### src/rtl/mmio_port_responder.sv
// mmio_port_responder: MMIO responder for PortOut, synchronized PortIn and STATUS with wait states; PORTIN_IRQ_EN adds irq and STATUS bit1
module mmio_port_responder #(
  parameter logic [31:0] BASE_ADDR = 32'h1001_0040,
  parameter int unsigned WAIT_STATES = 0,
  parameter logic [31:0] OUT_RESET = 32'h0000_0000
) (
  input  logic        clk,
  input  logic        reset,
  input  logic        req,
  input  logic        we,
  input  logic [31:0] addr,
  input  logic [31:0] wdata,
  output logic        ack,
  output logic [31:0] rdata,
  output logic        hit,
  input  logic [7:0]  PortIn,
  output logic [31:0] PortOut,
  output logic        irq
);
  typedef enum logic [1:0] {IDLE, WAIT, RESP} state_t;
  localparam logic [3:0] WS = 4'(WAIT_STATES);
  state_t state, state_n;
  logic [3:0] cnt, cnt_n;
  logic [1:0] l_off, op_off;
  logic l_we, op_we;
  logic [31:0] l_wdata, op_wdata, rd_val;
  logic [7:0] s1, sync_in, prev_in;
  logic chg, irq_en, accept, commit, w1c;
  logic unused_ok;
  assign unused_ok = &{1'b0, addr[1:0]};
  assign hit = addr[31:4] == BASE_ADDR[31:4];
  assign accept = state == IDLE && req && hit;
  assign ack = state == RESP;
  always_comb begin
    state_n = state;
    cnt_n = cnt;
    case (state)
      IDLE: if (accept) begin
        state_n = (WS == 4'd0) ? RESP : WAIT;
        cnt_n = WS - 4'd1;
      end
      WAIT: begin
        state_n = (cnt == 4'd0) ? RESP : WAIT;
        cnt_n = (cnt == 4'd0) ? cnt : cnt - 4'd1;
      end
      default: state_n = IDLE;
    endcase
  end
  assign commit = state_n == RESP && state != RESP;
  assign op_off = state == IDLE ? addr[3:2] : l_off;
  assign op_we = state == IDLE ? we : l_we;
  assign op_wdata = state == IDLE ? wdata : l_wdata;
  assign w1c = commit && op_we && op_off == 2'd2 && op_wdata[0];
  assign rd_val = op_off == 2'd0 ? PortOut :
                  op_off == 2'd1 ? {24'b0, sync_in} :
                  op_off == 2'd2 ? {30'b0, irq_en, chg} : 32'b0;
  always_ff @(posedge clk) begin
    if (!reset) begin
      state <= IDLE;
      cnt <= '0;
      rdata <= '0;
      PortOut <= OUT_RESET;
      chg <= 1'b0;
      s1 <= '0;
      sync_in <= '0;
      prev_in <= '0;
      l_off <= '0;
      l_we <= 1'b0;
      l_wdata <= '0;
    end else begin
      state <= state_n;
      cnt <= cnt_n;
      if (accept) begin
        l_off <= addr[3:2];
        l_we <= we;
        l_wdata <= wdata;
      end
      rdata <= (commit && !op_we) ? rd_val : 32'b0;
      if (commit && op_we && op_off == 2'd0) PortOut <= op_wdata;
      s1 <= PortIn;
      sync_in <= s1;
      prev_in <= sync_in;
      chg <= (sync_in != prev_in) || (chg && !w1c);
    end
  end
`ifdef PORTIN_IRQ_EN
  always_ff @(posedge clk) begin
    if (!reset) begin
      irq_en <= 1'b0;
      irq <= 1'b0;
    end else begin
      if (commit && op_we && op_off == 2'd2) irq_en <= op_wdata[1];
      irq <= chg && irq_en;
    end
  end
`else
  assign irq_en = 1'b0;
  assign irq = 1'b0;
`endif
endmodule

### config.mk
export PLATFORM = sky130hd
export DESIGN_NAME = mmio_port_responder
export DESIGN_NICKNAME = d
export VERILOG_FILES = /design/src/rtl/mmio_port_responder.sv
export SDC_FILE = /design/constraint.sdc
export NUM_CORES = 1
export LEC_CHECK = 0
export CELL_PAD_IN_SITES_DETAIL_PLACEMENT = 0
export CELL_PAD_IN_SITES_GLOBAL_PLACEMENT = 1
export CORE_MARGIN = 2
export CORE_UTILIZATION = 30
export CTS_BUF_LIST = sky130_fd_sc_hd__clkbuf_8
export DETAILED_ROUTE_END_ITERATION = 16
export HOLD_SLACK_MARGIN = 0.12
export PLACE_DENSITY_LB_ADDON = 0.1
export SYNTH_ARGS = -nofsm -noshare
export SYNTH_HDL_FRONTEND = slang
export SYNTH_SLANG_ARGS = --single-unit
### constraint.sdc
create_clock -name clk -period 3.6 [get_ports clk]
set_input_delay 1.08 -clock clk [delete_from_list [all_inputs] [get_ports clk]]
set_output_delay 1.08 -clock clk [all_outputs]
set_load 0.005 [all_outputs]
* Word-level counts from Yosys, hierarchy flattened
Cells that the tools add are included.
** Cells by class
- Multiplexer cells :: 12
- Reduce and logical (&&, ||, !) cells :: 18
- Add/subtract/negate cells :: 1
- Equal/unequal tests :: 10
** Operators by type and width (number)
- $mux W32 :: 2
- $eq A28 B25 Y1 const B :: 1
- $logic_and A1 B1 Y1 :: 9
- $mux W4 :: 2
- $mux W8 :: 1
- $ne A8 B8 Y1 :: 1
- $pmux W4 S2 :: 1
- $eq A2 B2 Y1 const B :: 3
- $mux W2 :: 3
- $ne A2 B2 Y1 const B :: 3
- $eq A2 B1 Y1 const B :: 2
- $logic_not A2 Y1 :: 2
- $logic_not A4 Y1 :: 1
- $pmux W2 S2 :: 1
- $sub A4 B1 Y4 const B :: 1
- $reduce_and A3 Y1 :: 1
- $logic_not A1 Y1 :: 2
- $mux W1 :: 2
- $reduce_and A2 Y1 :: 1
- $reduce_bool A2 Y1 :: 1
- $logic_or A1 B1 Y1 :: 1
** Word-level totals
- Input port bits :: 76
- Output and inout bits :: 67
- Register bits :: 130
- Word-level logic and storage cells :: 52

* Depth between registers and ports, before layout
Gate-level depths: netlist (run 1).
- Depth after elaboration :: 13
- Mapped depth :: 8
- Depth with buffers taken out :: 7

* Worst setup path after synthesis (run 1)
Ideal clock, no wire load.
- Path type :: input-to-output
- From :: input port addr[27]
- To :: output port hit
- Data required time :: 2.520 ns
- Path slack :: 0.700 ns
- Data arrival time :: 1.820 ns
- Buffers on the path :: 0
- Stages :: 2
- Cell sequence :: or4b_4 -> nor3_1
** Between the ends
- Word-level cells in the longest chain between the ends :: 1
** Ends and longest elaborated chain
- start: declaration :: line 11 : input logic [31:0] addr,
- $eq A28 B25 Y1 :: line 31 : assign hit = addr[31:4] == BASE_ADDR[31:4];
- end: declaration :: line 15 : output logic hit,
No other way between the ends.

* Worst setup path in the final report (run 1)
Ends and elaborated chain as after synthesis.

==> results of run 1 <==
-- through the flow --
| step | TNS [ns] | instances |
|---|---|---|
| after global placement | -0.200 | 803 |
| after CTS | 0 | 836 |
| after floorplan | 0 | 465 |
| final | 0 | 836 |
| after global routing | 0 | 836 |
| after detailed placement | -0.342 | 803 |
-- worst reg2reg max path, delay by kind of cell (launching register included) --
kind	cells	cell delay, ns
AOI/OAI and AO/OA	3	0.65
buffers and inverters	2	0.78
DFF	1	0.38
muxes	1	0.27
and+or+nand+nor	1	0.19
-- path summary, 6_finish.rpt --
| kind | start | endpoint | depth (start not counted) |
|---|---|---|---|
| max reg2reg | state[0] | PortOut[21] | 7 |
| min | s1[4] | sync_in[4] | 1 |
| min reg2reg | s1[4] | sync_in[4] | 1 |
| max | addr[27] | hit | 4 |
-- final cells by class --
class	count	area [um^2]	area share (%)
clock buffer	17	234	3.42
multi-input combinational	303	1980	28.9
clock inverter	15	214	3.13
tap	211	264	3.86
timing repair buffer	157	1540	22.5
sequential	130	2600	38.0
inverter	3	11.3	0.165
-- per-layer routing --
metal | share of wire [%] | track usage [%] | vias up
met2 | 48 | 24.1 | 111
met3 | 6.3 | 5.82 | 14
met1 | 44 | 17.5 | 1721
met4 | 1.5 | 4.99 | 0
li1 | - | - | 1888
met5 | 0 | 0 | -
-- flip-flops by register name, summed over array words and instances (netlist names), 2 cells and up --
signal	cells
s1	8
prev_in	8
sync_in	8
rdata	32
cnt	4
l_off	2
PortOut	32
state	2
l_wdata	32
-- logic make-up (layout without fill, tap and decap cells) --
kind of cell               after synthesis  in the layout  synth area share, %
muxes                                   44             44                 9.49
xor gates and xnor gates                10             10                 1.87
adders and majority gates                2              2                0.533
DFF                                    130            130                 55.4
other                                    1              1               0.0799
buffers and inverters                   32            192                 3.12
and+or+nand+nor                        165            165                 17.5
AOI/OAI and AO/OA                       81             81                 12.0
-- power by group --
| part | internal (W) | switching (W) | leakage [nW] | total (W) |
|---|---|---|---|---|
| logic | 0.0000986 | 0.0000608 | 1.42 | 0.000159 |
| registers | 0.00145 | 0.00000523 | 1.05 | 0.00145 |
| clock network | 0.000820 | 0.000578 | 0.229 | 0.00140 |
| total | 0.00237 | 0.000644 | 2.70 | 0.00301 |
-- synth_stat cells (2+ instances only) --
library cell | n | area, um^2
a211oi_1 | 3 | 22.5
clkbuf_1 | 19 | 71.3
nand4_1 | 2 | 12.5
ha_1 | 2 | 25.0
a21oi_1 | 38 | 190
nor3_1 | 12 | 60.1
inv_1 | 2 | 7.51
o2bb2ai_1 | 32 | 280
nand2_1 | 79 | 297
nor2_1 | 6 | 22.5
xor2_1 | 10 | 87.6
buf_2 | 6 | 30.0
mux2i_1 | 42 | 420
or4_1 | 2 | 15.0
o21ai_0 | 2 | 10.0
nor4_1 | 7 | 43.8
nor4b_1 | 2 | 17.5
buf_6 | 2 | 22.5
dfxtp_1 | 130 | 2600
and2_1 | 48 | 300
-- timing repair --
| item | CTS | global route |
|---|---|---|
| resized for setup | 2 | 0 |
| endpoints found under the setup margin | 1 | 0 |
| setup buffers | 1 | 0 |
==> qor.yml, run 1 <==
status: "finished clean"
num_antenna_cells: 0
ys.flop_type: "dfxtp_1"
reg2reg_slack_ns: 1.22
max_stage_delay_ns: 0.53
crit_required_ns: 2.52
netlist_area_mm2: 0.00469
worstHoldPathType: "flip-flop to flip-flop"
syn_area_per_cell_um2: 10.1
hpwl_um: 7910
final_cell_mix: "138 x clkdlybuf4s50_1, 130 x dfxtp_1, 79 x nand2_1"
synth_edf_count: 0
whs_ns: 0.435
drtAntennaViolNets: 0
drive_gt1_share_pct: 9.44
synth_nets: 543
worstPathMaxFanout: 2
area_delta_synth_final_pct: 45.8
worstPathBufferInverterCount: 2
pre_cts_ws_ns: -0.204
path_class: "input pin to output port"
fin_util_pct: 44.9
stdcell_area_mm2: 0.00684
p_per_area_mw_per_mm2: 440
n_fill_cell: 1499
insertion_delay_ns: 0.44
setup_viol: 0
clk_pin_slew_ns: 0.07
maxCapViolations: 0
nets: 690
antenna_found_initial: 0
fmax_mhz: 284
place_area_mm2: 0.00638
hold_violations: 0
crit_chain: "clkdlybuf4s50_1 -> or4b_4 -> nor3_1 -> dlygate4sd2_1"
synth.distinct_cells: 39
die_h_um: 129
wirelength_um: 11700
port_buffers: 139
gp_congestion: 0.735
vias: 3734
drcViolationCount: 0
htreeDepth: 4
grt_pass1_vias: 3604
grt_pass1_wl_um: 18500
post_drt_wl_per_cell_um: 14.0
die_width_um: 129
track_usage_pct: 14.6
synth-seq-cells: 130
yosys_warnings: 0
holdBufCountCts: 0
cts.sinks: 130
mostFrequentLayoutCell: "clkdlybuf4s50_1"
worstMarginPinSlew_ns: 0.633
syn_inst: 465
worstSetupStartpointType: "input pin"
worstPathArrival_ns: 2.44
rows: 45
vias_per_cell: 4.47
io_pins: 143
worst_setup_path_end_kind: "output port"
numCtsBuffers: 17
min_period_ns: 3.52
crit_slowest_cell: "or4b_4"
rsz0062_at_grt: "false"
ir_drop_mv: 0.180
setup_ws_ns: 0.0839
path_delay_family: "simple AND/OR/NAND/NOR gates"
finalCritPeriodShare_pct: 97.7
grt_max_degree: 42
slew_headroom_pct: 57.8
skew_ns: 0.00850
die_area_mm2: 0.0167
p_leak_nw: 2.70
cts.path.max_buffers: 2
dr.pass1.iters: 4
drv_slew: 0
overflow: 0
p_total_w: 0.00301
cts_tree: "built"
drt-initial-drc-count: 110
synth_async_sr_flop_share_pct: 0
core_mm2: 0.0153
synth_seq_area_share_pct: 55.4
initial_utilization_pct: 30.8
root_buffer: "clkbuf_8"
No activity file was read; power rests on OpenSTA's default activity.
==> run 2: changes to the inputs <==
--- a/config.mk
+++ b/config.mk
@@ -12,6 +12,7 @@
 export CTS_BUF_LIST = sky130_fd_sc_hd__clkbuf_8
 export DETAILED_ROUTE_END_ITERATION = 16
 export HOLD_SLACK_MARGIN = 0.12
+export MAX_ROUTING_LAYER = met4
 export PLACE_DENSITY_LB_ADDON = 0.1
 export SYNTH_ARGS = -nofsm -noshare
 export SYNTH_HDL_FRONTEND = slang
==> qor.yml, run 2 (synthesized netlist as in run 1, its figures left out) <==
p_clk_share_pct: 46.4  # about the same
ir_drop_mv: 0.177  # -1.7%
die_width_um: 129  # unchanged
drcViolationCount: 0  # unchanged
whs_ns: 0.435  # +0.000120 ns
finalCritPeriodShare_pct: 97.7  # about the same
gp_congestion: 0.745  # +1.2%
stdcell_count: 836  # unchanged
min_period_ns: 3.52  # +0.00133 ns
mostFrequentLayoutCell: "clkdlybuf4s50_1"
p_int_w: 0.00237  # about the same
fmax_mhz: 284  # about the same
post_drt_wl_per_cell_um: 14.0  # about the same
worstHoldPathType: "flip-flop to flip-flop"
swShare_pct: 21.3  # -0.041 points
area_delta_synth_final_pct: 45.8  # unchanged
drv_slew: 0  # unchanged
path_class: "input pin to output port"
die_h_um: 129  # unchanged
io_pins: 143  # unchanged
largestRegisters: "PortOut: 32 flops, l_wdata: 32 flops, rdata: 32 flops"
worstMarginPinSlew_ns: 0.631  # -0.00229 ns
worstPathMaxFanout: 2  # unchanged
dp.cells: 803  # unchanged
track_usage_pct: 15.0  # +0.38 points
numCtsBuffers: 17  # unchanged
final_cell_mix: "138 x clkdlybuf4s50_1, 130 x dfxtp_1, 79 x nand2_1"
skew_ns: 0.00845  # -0.0000490 ns
drt-initial-drc-count: 105  # -4.5%
vias_per_cell: 4.45  # -0.32%
drtAntennaViolNets: 0  # unchanged
cts_tree: "built"
dr.pass1.iters: 4  # unchanged
vias: 3722  # -0.32%
clk_pin_slew_ns: 0.07  # about the same
worstPathArrival_ns: 2.44  # about the same
p_per_area_mw_per_mm2: 440  # about the same
maxCapViolations: 0  # unchanged
grt_pass1_vias: 3606  # +0.055%
fin_util_pct: 44.9  # unchanged
worst_setup_path_end_kind: "output port"
p_leak_nw: 2.70  # unchanged
rsz0062_at_grt: "false"
core_mm2: 0.0153  # unchanged
setup_ws_ns: 0.0826  # -0.00133 ns
nets: 690  # unchanged
port_buffers: 139  # unchanged
wirelength_um: 11700  # about the same
hpwl_um: 7910  # unchanged
seqPwrFrac_pct: 48.3  # about the same
die_area_mm2: 0.0167  # unchanged
antenna_found_initial: 0  # unchanged
root_buffer: "clkbuf_8"
initial_utilization_pct: 30.8  # unchanged
status: "finished clean"
overflow: 0  # unchanged
p_sw_w: 0.000642  # -0.24%
num_antenna_cells: 0  # unchanged
drive_gt1_share_pct: 9.44  # unchanged
hold_violations: 0  # unchanged
setup_viol: 0  # unchanged
grt_pass1_wl_um: 18500  # -0.15%
pre_cts_ws_ns: -0.204  # unchanged
rows: 45  # unchanged
worstSetupStartpointType: "input pin"
grt_max_degree: 42  # unchanged
insertion_delay_ns: 0.44  # about the same
p_comb_share_pct: 5.3  # about the same
cts.path.max_buffers: 2  # unchanged
htreeDepth: 4  # unchanged
cts.sinks: 130  # unchanged
crit_required_ns: 2.52  # about the same
slew_headroom_pct: 57.9  # +0.15 points
==> run 2: critical path, stage by stage <==
cell and delay (ns):
clkdlybuf4s50_1 0.40, or4b_4 0.53, nor3_1 0.17, dlygate4sd2_1 0.26
==> run 2: cell type report <==
class	count	area, um^2
multi-input cells	303	1980
flip-flops and latches	130	2600
repair buffers	157	1540
well taps	211	264
fillers	1499	8410
inverters	3	11.3
clock buffers	17	234
clock inverters	15	214
==> run 2: power by group through the flow <==
stage               combinational (W)  sequential, W  clock [W]
floorplan                   0.0000546        0.00149          0
global placement             0.000159        0.00149          0
detailed placement           0.000161        0.00149          0
CTS                          0.000162        0.00145    0.00143
global route                 0.000174        0.00145    0.00151
finish                       0.000159        0.00145    0.00140
==> run 2: routing by layer <==
layer  global-route usage [%]  up-vias  wire length (um)
met1                     17.8     1713              5250
met5                        -        -                 0
met3                     4.79       14               652
met4                     5.37        0               151
li1                         -     1890                 -
met2                     24.1      105              5640
==> run 2: stage by stage <==
stage / total power [W] / setup TNS [ns] / area, um^2
after global placement: 0.00165 / -0.200 / 6380
after global routing: 0.00314 / 0 / 6840
after detailed placement: 0.00165 / -0.342 / 6380
after CTS: 0.00305 / 0 / 6840
final: 0.00301 / 0 / 6840
after floorplan: 0.00154 / 0 / 4690
==> run 2: final timing paths <==
check                start           to  slack, ns  cells after the start
setup / recovery  addr[27]          hit       0.08                      4
hold / removal       s1[4]   sync_in[4]       0.44                      1
setup reg to reg  state[0]  PortOut[21]       1.22                      7
hold reg to reg      s1[4]   sync_in[4]       0.44                      1
==> run 2: what timing repair did <==
item | in CTS | in global routing
endpoints found under the setup margin | 1 | 0
resized for setup | 2 | 0
hold buffers | 0 | 0
buffers inserted | 1 | 0
==> run 3: changes to the inputs <==
--- a/config.mk
+++ b/config.mk
@@ -11,6 +11,7 @@
 export CORE_UTILIZATION = 30
 export CTS_BUF_LIST = sky130_fd_sc_hd__clkbuf_8
 export DETAILED_ROUTE_END_ITERATION = 16
+export GPL_TIMING_DRIVEN = 0
 export HOLD_SLACK_MARGIN = 0.12
 export MAX_ROUTING_LAYER = met4
 export PLACE_DENSITY_LB_ADDON = 0.1
==> qor.yml, run 3 (synthesized netlist as in run 1, its figures left out) <==
drive_gt1_share_pct: 7.38  # -2.1 points
worstPathMaxFanout: 3  # +1
io_pins: 143  # unchanged
worstMarginPinSlew_ns: 0.864  # +0.233 ns
p_leak_nw: 2.69  # -0.54%
insertion_delay_ns: 0.44  # about the same
skew_ns: 0.00965  # +0.00120 ns
whs_path_depth: 1  # unchanged
ir_drop_mv: 0.197  # +11%
core_mm2: 0.0153  # unchanged
setup_viol: 0  # unchanged
cts.sinks: 130  # unchanged
vias_per_cell: 4.45  # -0.14%
vias: 3770  # +1.3%
largestRegisters: "PortOut: 32 flops, l_wdata: 32 flops, rdata: 32 flops"
finalCritPeriodShare_pct: 98.0  # +0.26 points
port_buffers: 139  # unchanged
r2r_end: "PortOut[7]"
mostFrequentLayoutCell: "clkdlybuf4s50_1"
slew_headroom_pct: 42.4  # -16 points
cts.path.max_buffers: 2  # unchanged
area_delta_synth_final_pct: 45.6
n_fill_cell: 1510  # +0.73%
gp_congestion: 0.799  # +7.3%
p_per_area_mw_per_mm2: 450  # +2.3%
status: "finished clean"
worst_setup_path_end_kind: "output port"
die_width_um: 129  # unchanged
grt_max_degree: 17  # -60%
root_buffer: "clkbuf_8"
max_stage_delay_ns: 0.54  # about the same
num_antenna_cells: 0  # unchanged
worstHoldStart: "s1[3]"
hold_violations: 0  # unchanged
overflow: 0  # unchanged
hpwl_um: 8890  # +12%
antenna_found_initial: 0  # unchanged
initial_utilization_pct: 30.8  # unchanged
dr.pass1.iters: 4  # unchanged
crit_chain: "clkdlybuf4s50_1 -> or4b_4 -> nor3_1 -> dlygate4sd2_1"
rsz0062_at_grt: "false"
nets: 702  # +1.7%
final_cell_mix: "138 x clkdlybuf4s50_1, 130 x dfxtp_1, 79 x nand2_1"
worstSetupStartpointType: "input pin"
maxCapViolations: 0  # unchanged
worstSetupStartpoint: "addr[27]"
grt_pass1_vias: 3668  # +1.7%
drcViolationCount: 0  # unchanged
timing.rr.start: "state[0]"
numCtsBuffers: 17  # unchanged
worstHoldPathType: "flip-flop to flip-flop"
p_total_w: 0.00307  # +2.2%
fmax_mhz: 284  # -0.26%
die_h_um: 129  # unchanged
grt_pass1_wl_um: 19000  # +2.5%
wirelength_um: 12000  # +2.5%
min_period_ns: 3.53  # +0.00924 ns
htreeDepth: 4  # unchanged
stdcell_count: 848  # +1.4%
post_drt_wl_per_cell_um: 14.1  # +1.0%
cts_tree: "built"
die_area_mm2: 0.0167  # unchanged
clk_pin_slew_ns: 0.07  # about the same
drv_slew: 0  # unchanged
path_class: "input pin to output port"
setup.worst_path.end: "hit"
crit_cells: 4  # unchanged
crit_slowest_cell: "or4b_4"
rows: 45  # unchanged
r2r_cells: 7  # unchanged
reg2reg_slack_ns: 1.03  # -0.19 ns
track_usage_pct: 15.6  # +0.56 points
path_delay_family: "simple AND/OR/NAND/NOR gates"
worstPathArrival_ns: 2.45  # about the same
drt-initial-drc-count: 120  # +14%
dp.cells: 815  # +1.5%
drtAntennaViolNets: 0  # unchanged
crit_required_ns: 2.52  # about the same
worstPathBufferInverterCount: 2  # unchanged
run 3: worst min path at each step:
| stage | end | slack (ns) |
|---|---|---|
| after detailed placement | sync_in[1] | 0.42 |
| after global routing | sync_in[3] | 0.45 |
| after global placement | sync_in[3] | 0.42 |
| after CTS | sync_in[1] | 0.44 |
| after floorplan | sync_in[0] | 0.41 |
| final | sync_in[3] | 0.43 |
run 3: final cells by class:
cell class / instances / area, um^2 / area share, %
Timing Repair Buffer: 140 / 1400 / 20.5
Clock buffer: 20 / 275 / 4.03
Sequential cell: 130 / 2600 / 38.1
Clock inverter: 12 / 203 / 2.97
Buffer: 29 / 135 / 1.98
Multi-Input combinational cell: 303 / 1950 / 28.5
Tap cell: 211 / 264 / 3.86
Inverter: 3 / 11.3 / 0.165
run 3: routing by layer:
layer	vias up	GRT usage (%)	part of all wire, %
li1	1915	-	-
met1	1727	18.5	45
met2	116	24.7	48
met3	12	5.16	6.2
met4	0	5.82	1.2
met5	-	-	0
run 3: where the power goes:
part	total [W]	switching (W)	internal [W]
clock network	0.00146	0.000580	0.000883
logic	0.000157	0.0000608	0.0000965
registers	0.00145	0.00000526	0.00145
run 3: per-stage QoR:
step                      worst slack [ns]  util, %  hold WS (ns)  cell area (um^2)  TNS, ns
final                               0.0733     44.8         0.434              6830        0
after global routing              0.000334     44.8         0.449              6830        0
after CTS                           0.0613     44.8         0.435              6830        0
after detailed placement            -0.259     41.6         0.417              6350    -1.73
after global placement              -0.208     41.6         0.415              6350   -0.208
after floorplan                      0.700        -         0.412              4690        0
run 3: what timing repair did:
| action | CTS | global route |
|---|---|---|
| hold buffers | 0 | 0 |
| setup endpoints to repair | 1 | 0 |
| setup buffers | 1 | 0 |
| gates resized for setup | 1 | 0 |
